--- config.mk ---
export PLATFORM = sky130hd
export DESIGN_NAME = accel_port
export DESIGN_NICKNAME = d
export VERILOG_FILES = /design/src/rtl/accel_port.sv
export SDC_FILE = /design/constraint.sdc
export NUM_CORES = 1
export LEC_CHECK = 0
export CAP_MARGIN = 15
export CORE_ASPECT_RATIO = 1.2
export CORE_MARGIN = 5
export CORE_UTILIZATION = 25
export CTS_BUF_LIST = sky130_fd_sc_hd__clkbuf_16
export DETAILED_ROUTE_END_ITERATION = 10
export DONT_BUFFER_PORTS = 1
export GPL_TIMING_DRIVEN = 0
export SETUP_SLACK_MARGIN = 0.3
export SYNTH_ARGS = -nofsm -noshare
export SYNTH_HDL_FRONTEND = slang
export SYNTH_SLANG_ARGS = --single-unit
--- constraint.sdc ---
create_clock -name clk -period 6.6 [get_ports clk]
set_input_delay 0.66 -clock clk [delete_from_list [all_inputs] [get_ports clk]]
set_output_delay 0.66 -clock clk [all_outputs]
set_load 0.01 [all_outputs]
--- src/rtl/accel_port.sv ---
// accel_port -- accelerator-side endpoint of the CPU accelerator bus.
//
// Answers the CPU accel_id / can_read / can_write / read_enable /
// write_enable handshake for one accelerator ID. CPU writes are buffered
// in a command FIFO that drains to the core over a valid/ready stream.
// Core results are buffered in a response FIFO that the CPU reads.
// All CPU-facing outputs are zero when the port is not selected, so
// several instances can be OR-combined on one bus.
//
// Handshake semantics (every stream in this file): a word moves on a
// rising clk edge exactly when its valid and ready are both 1 in that
// cycle. Valid never depends on ready. The CPU side uses the same rule,
// with accel_write_enable/accel_read_enable as valid and
// accel_can_write/accel_can_read as ready.
//
// Parameters:
//   ID         accelerator ID this port answers to (0..15)
//   REG_WIDTH  data width of both FIFOs
//   CMD_DEPTH  command FIFO depth (power of two, >= 2)
//   RSP_DEPTH  response FIFO depth (power of two, >= 2)
//
// Ports:
//   clk, rst            clock, synchronous active-high reset
//   loopback            (only with ACCEL_PORT_LOOPBACK_EN) route commands
//                       straight into the response FIFO
//   accel_id            ID selected by the current CPU instruction
//   accel_can_read      response available (ID matched)
//   accel_can_write     command space available (ID matched)
//   accel_read_enable   CPU pops the response head this cycle
//   accel_read_data     response head, zero when not readable
//   accel_write_enable  CPU pushes accel_write_data this cycle
//   accel_write_data    command word
//   cmd_valid/cmd_data/cmd_ready   command stream toward the core
//   rsp_valid/rsp_data/rsp_ready   response stream from the core
//
// Optional feature macro: ACCEL_PORT_LOOPBACK_EN.
module accel_port #(
    parameter int ID        = 0,
    parameter int REG_WIDTH = 16,
    parameter int CMD_DEPTH = 4,
    parameter int RSP_DEPTH = 4
) (
    input  logic                 clk,
    input  logic                 rst,
`ifdef ACCEL_PORT_LOOPBACK_EN
    input  logic                 loopback,
`endif
    input  logic [3:0]           accel_id,
    output logic                 accel_can_read,
    output logic                 accel_can_write,
    input  logic                 accel_read_enable,
    output logic [REG_WIDTH-1:0] accel_read_data,
    input  logic                 accel_write_enable,
    input  logic [REG_WIDTH-1:0] accel_write_data,
    output logic                 cmd_valid,
    output logic [REG_WIDTH-1:0] cmd_data,
    input  logic                 cmd_ready,
    input  logic                 rsp_valid,
    input  logic [REG_WIDTH-1:0] rsp_data,
    output logic                 rsp_ready
);

    localparam int CMD_AW = $clog2(CMD_DEPTH);
    localparam int CMD_CW = CMD_AW + 1;
    localparam int RSP_AW = $clog2(RSP_DEPTH);
    localparam int RSP_CW = RSP_AW + 1;

    // Command FIFO storage and state
    logic [REG_WIDTH-1:0] cmd_mem [CMD_DEPTH];
    logic [CMD_AW-1:0]    cmd_wptr;
    logic [CMD_AW-1:0]    cmd_rptr;
    logic [CMD_CW-1:0]    cmd_count;
    logic                 cmd_full;
    logic                 cmd_empty;
    logic                 cmd_push;
    logic                 cmd_pop;
    logic [REG_WIDTH-1:0] cmd_head;

    // Response FIFO storage and state
    logic [REG_WIDTH-1:0] rsp_mem [RSP_DEPTH];
    logic [RSP_AW-1:0]    rsp_wptr;
    logic [RSP_AW-1:0]    rsp_rptr;
    logic [RSP_CW-1:0]    rsp_count;
    logic                 rsp_full;
    logic                 rsp_empty;
    logic                 rsp_push;
    logic                 rsp_pop;
    logic [REG_WIDTH-1:0] rsp_wdata;
    logic [REG_WIDTH-1:0] rsp_head;

    logic sel;
    logic lb_active;
    logic lb_move;

`ifdef ACCEL_PORT_LOOPBACK_EN
    assign lb_active = loopback;
`else
    assign lb_active = 1'b0;
`endif

    // Flags come from registered counts only: no same-cycle pass-through.
    assign cmd_full  = (cmd_count == CMD_CW'(CMD_DEPTH));
    assign cmd_empty = (cmd_count == '0);
    assign rsp_full  = (rsp_count == RSP_CW'(RSP_DEPTH));
    assign rsp_empty = (rsp_count == '0);

    assign cmd_head = cmd_mem[cmd_rptr];
    assign rsp_head = rsp_mem[rsp_rptr];

    // CPU side, combinational in accel_id so a stalled instruction sees
    // fresh flags every cycle.
    assign sel             = (accel_id == 4'(ID));
    assign accel_can_write = sel & ~cmd_full;
    assign accel_can_read  = sel & ~rsp_empty;
    assign accel_read_data = accel_can_read ? rsp_head : '0;

    // Loopback moves the command head into the response FIFO and hides
    // both core-facing handshakes.
    assign lb_move   = lb_active & ~cmd_empty & ~rsp_full;
    assign cmd_valid = ~cmd_empty & ~lb_active;
    assign cmd_data  = cmd_empty ? '0 : cmd_head;
    assign rsp_ready = ~rsp_full & ~lb_active;

    assign cmd_push  = accel_write_enable & accel_can_write;
    assign cmd_pop   = (cmd_valid & cmd_ready) | lb_move;
    assign rsp_push  = (rsp_valid & rsp_ready) | lb_move;
    assign rsp_wdata = lb_active ? cmd_head : rsp_data;
    assign rsp_pop   = accel_read_enable & accel_can_read;

    // Storage is not reset: an empty FIFO never exposes its contents.
    always_ff @(posedge clk) begin
        if (cmd_push) begin
            cmd_mem[cmd_wptr] <= accel_write_data;
        end
        if (rsp_push) begin
            rsp_mem[rsp_wptr] <= rsp_wdata;
        end
    end

    // Pointers wrap naturally because depths are powers of two.
    always_ff @(posedge clk) begin
        if (rst) begin
            cmd_wptr  <= '0;
            cmd_rptr  <= '0;
            cmd_count <= '0;
        end else begin
            if (cmd_push) begin
                cmd_wptr <= cmd_wptr + CMD_AW'(1);
            end
            if (cmd_pop) begin
                cmd_rptr <= cmd_rptr + CMD_AW'(1);
            end
            if (cmd_push && !cmd_pop) begin
                cmd_count <= cmd_count + CMD_CW'(1);
            end else if (!cmd_push && cmd_pop) begin
                cmd_count <= cmd_count - CMD_CW'(1);
            end
        end
    end

    always_ff @(posedge clk) begin
        if (rst) begin
            rsp_wptr  <= '0;
            rsp_rptr  <= '0;
            rsp_count <= '0;
        end else begin
            if (rsp_push) begin
                rsp_wptr <= rsp_wptr + RSP_AW'(1);
            end
            if (rsp_pop) begin
                rsp_rptr <= rsp_rptr + RSP_AW'(1);
            end
            if (rsp_push && !rsp_pop) begin
                rsp_count <= rsp_count + RSP_CW'(1);
            end else if (!rsp_push && rsp_pop) begin
                rsp_count <= rsp_count - RSP_CW'(1);
            end
        end
    end

endmodule

==> impl_metrics.toml, run 1 <==
[worst_setup_path]
critPathRequiredTime_ps = 5940
cp-start-kind = "flop"
slowest_stage = "clkbuf_1"
crit_type = "reg2out"
slowest_delay_ps = 580
end_kind = "output pin"
path_delay_family = "buffers and inverters"
cp.arrival_ps = 2310
crit_chain = "clkbuf_1 -> clkbuf_1 -> mux4_2 -> nor2b_1"
path_max_fanout = 10
path_buf_inv = 2
cp_common_cell = "clkbuf_1"

[grt]
antenna_found_initial = 0
grt_first_pass_wirelength_mm = 17.4
track_usage_pct = 9.07
grt_max_degree = 17
grt_pass1_vias = 3021
gr-total-overflow = 0

[placement]
gp_congestion = 0.702
io_buffer_count = 0
post-dp-hpwl_mm = 7.60

[logic_synthesis]
synth.area.top_cells = "edfxtp_1 (66%), mux4_2 (12%), dfxtp_1 (6.2%)"
ys_types = 30
synth_seq_cells = 146
synth_top_flop_cell = "edfxtp_1"
ys_seq_area_share_pct = 72.7
ys_async_sr_fraction_pct = 0
yosysTopAreaCell = "edfxtp_1"
syn_avg_cell_area_um2 = 18.8
synth_area_um2 = 5780
synth_top_area_share_pct = 66.5
synth_edf_count = 128
yosysMostFrequentCell = "edfxtp_1"
yosys_warnings = 0
syn_nets = 361
syn-instance-count = 307
synth_common_cells = "edfxtp_1 (128), mux4_2 (32), and2_1 (20)"

[die]
rows = 61
die_area_um2 = 26300
die_w_um = 149
io-pin-count = 78
chipHeight_um = 177
initial_utilization_pct = 25.2
core_region_area_um2 = 23000

[timing]
slew_viol_final = 0
worstMarginPinSlew_ps = 977
clock_skew_ps = 7.30
finalCritPeriodShare_pct = 45.0
setup_viol = 0
fmaxAchievable_ghz = 0.337
rsz0062_at_grt = "false"
maxSlewHeadroom_pct = 34.8
final.setup.tns_ps = 0
period_needed_ps = 2970
hold_viol_final = 0
holdWs_ps = 338

[detailed_routing]
firstDrtPassIters = 4
detail_route.wl_per_cell_um = 17.5
wirelength_mm = 11.4
vias_per_cell = 4.17
drtIter0Drc = 157
drc = 0
vias = 2733
ant_nets = 0

[clock_tree]
cts.clk_slew.worst_paths_ps = 70
h-tree-depth = 4
cts_hold_buf = 0
insertion_delay_ps = 410
cts_setup_buffers = 0
cts.sinks = 146
post_cts_resized = 0
tritoncts = "yes"
numCtsBuffers = 17
cts_buffer_depth = 2
root_buffer = "clkbuf_16"

[cells_and_area]
syn_to_final_growth_pct = 17.7
nets = 381
drive_gt1_share_pct = 21.5
num-fill-cells = 2224
antenna_cells = 0
multiInputGateArea_um2 = 1480
final-seq-area_um2 = 4200

[pwr]
power.leakage_uw = 0.00218
irDropWorstVdd_mv = 0.165
powerDensity_nw_per_um2 = 359

[run_status]
status = "finished, final reports clean"

[flow_run]
maxCapViolCount = 0

[min_path]
min_path_type = "in2reg"
==> path summary, 6_finish.rpt <==
path,start,endpoint,slack (ps),cells past startpoint
setup / recovery,flop,cmd_data[11],3630,4
hold / removal,rsp_data[9],rsp_mem[2][9],340,0
setup reg to reg,rsp_count[0],rsp_count[2],3850,10
hold reg to reg,rsp_rptr[1],flop,510,2
==> per-stage QoR <==
stage	cells	cell area, um^2	util [%]	power, uW	worst slack, ps
2_1_floorplan	307	5780	-	1370	3690
3_3_place_gp	622	6180	26.9	1440	3440
3_5_place_dp	622	6180	26.9	1460	3400
4_1_cts	654	6800	29.6	2480	3260
5_1_grt	655	6810	29.6	2560	3430
6_report	655	6810	29.6	2440	3630
==> flip-flops by register name, summed over array words and instances, names as in the netlist, named ones only <==
register and cells:
rsp_mem 64, cmd_mem 64, rsp_count 3, rsp_wptr 2, cmd_wptr 2, cmd_count 3, rsp_rptr 2, cmd_rptr 2
==> cells in the final DEF, fill, tap and decap left out, types with 2 or more instances in the layout <==
cell type,count
edfxtp_1,128
mux4_2,32
and2_1,20
dfxtp_1,18
clkbuf_16,17
nor2b_1,16
inv_1,12
nor2_1,11
ha_1,10
a21oi_1,8
clkbuf_1,7
buf_2,6
xor2_1,6
and3_1,4
o21ai_0,4
inv_6,4
o31ai_1,3
mux2i_1,3
inv_8,3
bufinv_16,3
nor3_1,2
nand2_1,2
or4_1,2
nand3_1,2
nand2b_1,2
or3_1,2
fa_1,2
==> metal layers <==
| layer | vias up | GRT usage [%] | wire length [um] | share of wire [%] |
|---|---|---|---|---|
| met5 | - | 0 | 0 | 0 |
| met4 | 0 | 3.32 | 155 | 1.4 |
| met3 | 12 | 5.64 | 1270 | 11 |
| met2 | 93 | 15.3 | 5740 | 50 |
| met1 | 1402 | 9.13 | 4280 | 37 |
| li1 | 1226 | - | - | - |
==> final cells by class <==
cell class / count / share of cell area [%]
plain buffers: 13 / 0.919
clock buffers: 17 / 6.25
clock inverters: 15 / 2.94
inverters: 11 / 0.607
multi-input cells: 137 / 21.7
flip-flops and latches: 146 / 61.8
well taps: 315 / 5.79
repair buffers: 1 / 0.0735
==> cell families after synthesis <==
logic type / count (synthesis) / synth area share (%)
xor+xnor: 6 / 0.909
fa+ha+maj: 12 / 2.86
flops: 146 / 72.7
buf+inv: 24 / 1.80
compound gates: 17 / 1.93
simple gates: 66 / 6.64
mux: 36 / 13.2
==> report_power, final <==
group | switching (uW) | internal (uW) | total (uW)
clock network | 403 | 609 | 1010
logic | 207 | 133 | 340
registers | 30.9 | 1060 | 1090
No activity file was read; power rests on OpenSTA's default activity.
==> run 2: changes to the inputs <==
- clock period: 6.6 -> 2.8 ns (I/O delays scaled with it)
==> run 2 against run 1 <==
Against the previous run:
- sequential share of layout area is 2.9 points lower
- global-route usage rose by 0.12 points
- setup slack worse by 3200 ps
- non-clock buffer count increased by 32
- sequential power increased by 140%
- clock power increased by 130%
- wire length grew 0.84%
- cell count rose by 4.9%
- via count grew 4.3%
- clock-buffer cell count unchanged
- utilization grew 1.5 points
- total power grew 140%
- critical path type is now reg2reg
==> impl_metrics.toml, run 2 (same netlist as run 1, synthesis figures left out) <==
[run_status]
status = "finished, final reports clean"

[clock_tree]
h-tree-depth = 4
insertion_delay_ps = 420
cts.sinks = 146
numCtsBuffers = 17
root_buffer = "clkbuf_16"
cts_buffer_depth = 2
cts.clk_slew.worst_paths_ps = 80
tritoncts = "yes"

[min_path]
min_path_type = "in2reg"

[cells_and_area]
num-fill-cells = 2230
top_regs = "cmd_mem: 64 flops, rsp_mem: 64 flops"
final-instance-count-excl-fill = 687
drive_gt1_share_pct = 21.0
syn_to_final_growth_pct = 23.6
mostFrequentLayoutCells = "edfxtp_1 (128), mux4_2 (32), dlygate4sd3_1 (32)"
nets = 413
antenna_cells = 0
final-seq-area_um2 = 4200
multiInputGateArea_um2 = 1500
stdcell_area_um2 = 7150
final_common_cell = "edfxtp_1"

[timing]
fmaxAchievable_ghz = 0.417
maxSlewHeadroom_pct = 37.4
finalCritPeriodShare_pct = 85.6
setup_viol = 0
hold_viol_final = 0
clock_skew_ps = 16.3
slew_viol_final = 0
holdWs_ps = 16.1
period_needed_ps = 2400
rsz0062_at_grt = "true"
worstMarginPinSlew_ps = 940

[grt]
gr-total-overflow = 0
grt_pass1_vias = 3247
antenna_found_initial = 1
grt_max_degree = 18
grt_first_pass_wirelength_mm = 18.2
track_usage_pct = 9.19

[placement]
postPlaceCellArea_um2 = 6180
io_buffer_count = 0
post-dp-hpwl_mm = 7.67
gp_congestion = 0.715
dp_cells = 622

[flow_run]
maxCapViolCount = 0

[detailed_routing]
vias = 2850
drtIter0Drc = 143
ant_nets = 0
wirelength_mm = 11.5
vias_per_cell = 4.15
detail_route.wl_per_cell_um = 16.8
drc = 0
firstDrtPassIters = 4

[die]
io-pin-count = 78
die_area_um2 = 26300
core_region_area_um2 = 23000
die_w_um = 149
chipHeight_um = 177
rows = 61
initial_utilization_pct = 25.2

[pwr]
irDropWorstVdd_mv = 0.526
power.leakage_uw = 0.00231
powerDensity_nw_per_um2 = 806

[worst_setup_path]
crit_type = "reg2reg"
cp-start-kind = "flop"
critPathRequiredTime_ps = 3140
cp.arrival_ps = 2730
path_max_fanout = 10
end_kind = "flop"
==> run 2: what timing repair did <==
| action | 4_1_cts | 5_1_grt |
|---|---|---|
| setup endpoints to repair | 22 | 13 |
| hold buffers | 32 | 0 |
| gates cloned | 0 | 0 |
| endpoints found under the hold margin | 128 | 0 |
| gates resized for setup | 7 | 3 |
| buffers inserted | 0 | 1 |
| pin swaps | 1 | 1 |
==> run 2: worst paths after layout <==
check                           slack (ps)      endpoint  cells past startpoint          from
worst max-delay path                   400  rsp_count[2]                     10  rsp_count[1]
worst min-delay path                    20   rsp_wptr[1]                      2     rsp_valid
worst max register to register         400  rsp_count[2]                     10  rsp_count[1]
worst min register to register         510          flop                      2   rsp_rptr[1]
==> run 2: power breakdown <==
part | internal (uW) | switching [uW]
clock | 1290 | 1020
sequential | 2490 | 81.2
combinational | 359 | 516
==> run 2: layout make-up <==
type,count,area share (%)
Clock buffer,17,5.95
Buffer,13,1.02
Timing Repair Buffer,33,4.59
Multi-Input combinational cell,137,20.9
Tap cell,315,5.51
Clock inverter,15,2.61
Inverter,11,0.578
Sequential cell,146,58.8
==> run 2: routing by layer <==
metal / share of wire, % / wire length [um] / track usage (%) / vias to the layer above
li1: - / - / - / 1300
met1: 41 / 4720 / 10.5 / 1462
met2: 51 / 5840 / 15.5 / 74
met3: 6.9 / 791 / 3.53 / 12
met4: 1.5 / 169 / 3.66 / 2
met5: 0.11 / 13 / 0 / -
==> run 2: through the flow <==
stage	setup TNS, ps	util [%]	total power, uW	setup WS, ps
after floorplan	0	-	3230	320
after global placement	0	26.9	3410	37.6
after detailed placement	-37.0	26.9	3440	-37.0
after CTS	0	31.0	5850	291
after global routing	0	31.1	6050	226
final	0	31.1	5760	404
==> run 2: worst max-delay path: stages (launching register included) <==
cell	delay (ps)
dfxtp_1	370
nor3_4	290
nor2_4	100
buf_4	200
nand2_1	80
ha_1	170
inv_1	70
fa_1	370
xor2_1	180
or3_1	320
a21oi_1	170
==> run 3: changes to the inputs <==
--- a/config.mk
+++ b/config.mk
@@ -9,5 +9,5 @@
 export CORE_ASPECT_RATIO = 1.2
 export CORE_MARGIN = 5
-export CORE_UTILIZATION = 25
+export CORE_UTILIZATION = 40
 export CTS_BUF_LIST = sky130_fd_sc_hd__clkbuf_16
 export DETAILED_ROUTE_END_ITERATION = 10
==> constraint.sdc (replaced) <==
create_clock -name clk -period 2.8 [get_ports clk]
set_input_delay 0.56 -clock clk [delete_from_list [all_inputs] [get_ports clk]]
set_output_delay 0.56 -clock clk [all_outputs]
set_load 0.01 [all_outputs]
==> run 3 against run 2 <==
Against the previous run:
- worst hold slack improved by 230 ps
- flip-flop and latch count unchanged
- sequential share of layout area increased by 4.8 points
- first-iteration DRC count decreased by 1.4%
- die area decreased by 35%
- register-to-register slack improved by 20 ps
- critical endpoint is now accel_read_data[12]
- highest routed layer is now met4
==> impl_metrics.toml, run 3 (same netlist as run 1, synthesis figures left out) <==
[run_status]
status = "finished, final reports clean"

[grt]
gr-total-overflow = 0
track_usage_pct = 12.5
antenna_found_initial = 0
grt_first_pass_wirelength_mm = 15.6
grt_max_degree = 17
grt_pass1_vias = 2859

[clock_tree]
cts_setup_buffers = 0
cts_buffer_depth = 2
insertion_delay_ps = 410
root_buffer = "clkbuf_16"
h-tree-depth = 4
cts.sinks = 146
numCtsBuffers = 17
tritoncts = "yes"
cts.clk_slew.worst_paths_ps = 60

[pwr]
p_int_uw = 4030
p_sw_share_pct = 25.5
comb_power_share_pct = 15.2
power_uw = 5410
power.leakage_uw = 0.00215
powerDensity_nw_per_um2 = 820
seqPwrFrac_pct = 47.8
p_switching_uw = 1380
clkPwrFrac_pct = 37.0
irDropWorstVdd_mv = 0.608

[worst_setup_path]
critPathRequiredTime_ps = 2240
slowest_delay_ps = 510
path_max_fanout = 10
worstRegToRegCells = 8
slowest_stage = "or4_4"
cp.arrival_ps = 1870
reg2reg_to = "cmd_count[2]"
crit_chain = "or4_4 -> buf_6 -> nor2_4 -> buf_6 -> and2_1"
cp_common_cell = "buf_6"
end_kind = "output pin"
crit_type = "in2out"
r2r_slack_ps = 420
rr_startpoint = "cmd_count[0]"
cp-start-kind = "primary input"

[timing]
worstMarginPinSlew_ps = 904
finalCritPeriodShare_pct = 86.9
hold_viol_final = 0
slew_viol_final = 0
clock_skew_ps = 3.77
fmaxAchievable_ghz = 0.411
maxSlewHeadroom_pct = 39.8
setup_viol = 0
final.setup.tns_ps = 0
period_needed_ps = 2430
rsz0062_at_grt = "false"

[cells_and_area]
syn_to_final_growth_pct = 14.2
top_regs = "cmd_mem: 64 flops, rsp_mem: 64 flops"
mostFrequentLayoutCells = "edfxtp_1 (128), mux4_2 (32), and2_1 (20)"
nets = 380
antenna_cells = 0
drive_gt1_share_pct = 22.8
final_common_cell = "edfxtp_1"
num-fill-cells = 1231

[die]
chipHeight_um = 142
io-pin-count = 78
initial_utilization_pct = 40.5
die_area_um2 = 17000
rows = 48
die_w_um = 120
core_region_area_um2 = 14300

[detailed_routing]
vias_per_cell = 5.27
drtIter0Drc = 141
drc = 0
ant_nets = 0
firstDrtPassIters = 4
vias = 2702
wirelength_mm = 10.1
detail_route.wl_per_cell_um = 19.7

[min_path]
min_path_type = "in2reg"
hp-start = "accel_write_data[0]"
whs_endpoint = "cmd_mem[0][0]"
hold_depth = 0

[placement]
post-dp-hpwl_mm = 6.52
gp_congestion = 0.722
io_buffer_count = 0

[flow_run]
maxCapViolCount = 0
==> run 3: cell types whose count changed in the layout (fill, tap and decap cells not counted), sizes merged <==
cell,change
buf,-1
clkinv,+5
clkinvlp,+2
dlygate4sd3,-32
inv,-8
==> run 3: power by group through the flow <==
stage,clock (uW),combinational (uW),sequential [uW]
detailed placement,0,812,2610
finish,2010,821,2590
floorplan,0,638,2600
CTS,2040,844,2580
global route,2160,905,2600
global placement,0,792,2610
==> run 3: how the worst max path moves through the flow <==
stage	endpoint	depth (start not counted)	slack, ps	startpoint
after floorplan	cmd_count[2]	9	90	accel_id[1]
after global placement	rsp_count[2]	11	-180	accel_id[1]
after detailed placement	rsp_count[2]	11	-180	accel_id[1]
after CTS	accel_read_data[12]	5	310	accel_id[1]
after global routing	accel_read_data[9]	4	300	flop
final	accel_read_data[12]	5	370	accel_id[1]
==> run 3: what timing repair did <==
action,4_1_cts,5_1_grt
endpoints found under the setup margin,25,11
hold buffers,0,0
pin swaps,0,1
gates resized for setup,17,5
==> run 3: final cells by class <==
class                      instances  area, um^2  area share [%]
tap                              175         219            3.32
sequential                       146        4200            63.6
clock buffer                      17         425            6.44
multi-input combinational        137        1510            22.8
inverter                          11        41.3           0.625
buffer                            13         106            1.61
clock inverter                    14         101            1.53
==> run 3: per-layer routing <==
layer | global-route usage [%] | up-vias | share of wire, %
met2 | 19.9 | 103 | 50
met5 | 0 | - | 0
met4 | 5.43 | 0 | 1.2
met1 | 14.1 | 1363 | 39
li1 | - | 1226 | -
met3 | 6.66 | 10 | 9.5
==> run 3: worst max-delay path: cells and delay by family <==
family / cells / cell delay, ps
and+or+nand+nor: 3 / 940
buffers and inverters: 2 / 360
==> run 3: per-stage QoR <==
| step | std cells | util, % | worst slack [ps] | area, um^2 | hold slack, ps |
|---|---|---|---|---|---|
| floorplan | 307 | - | 91.7 | 5790 | 453 |
| global route | 513 | 46.2 | 302 | 6610 | 207 |
| global placement | 482 | 42.0 | -182 | 6010 | 466 |
| detailed placement | 482 | 42.0 | -185 | 6010 | 495 |
| CTS | 513 | 46.1 | 310 | 6590 | 220 |
| finish | 513 | 46.2 | 367 | 6610 | 241 |
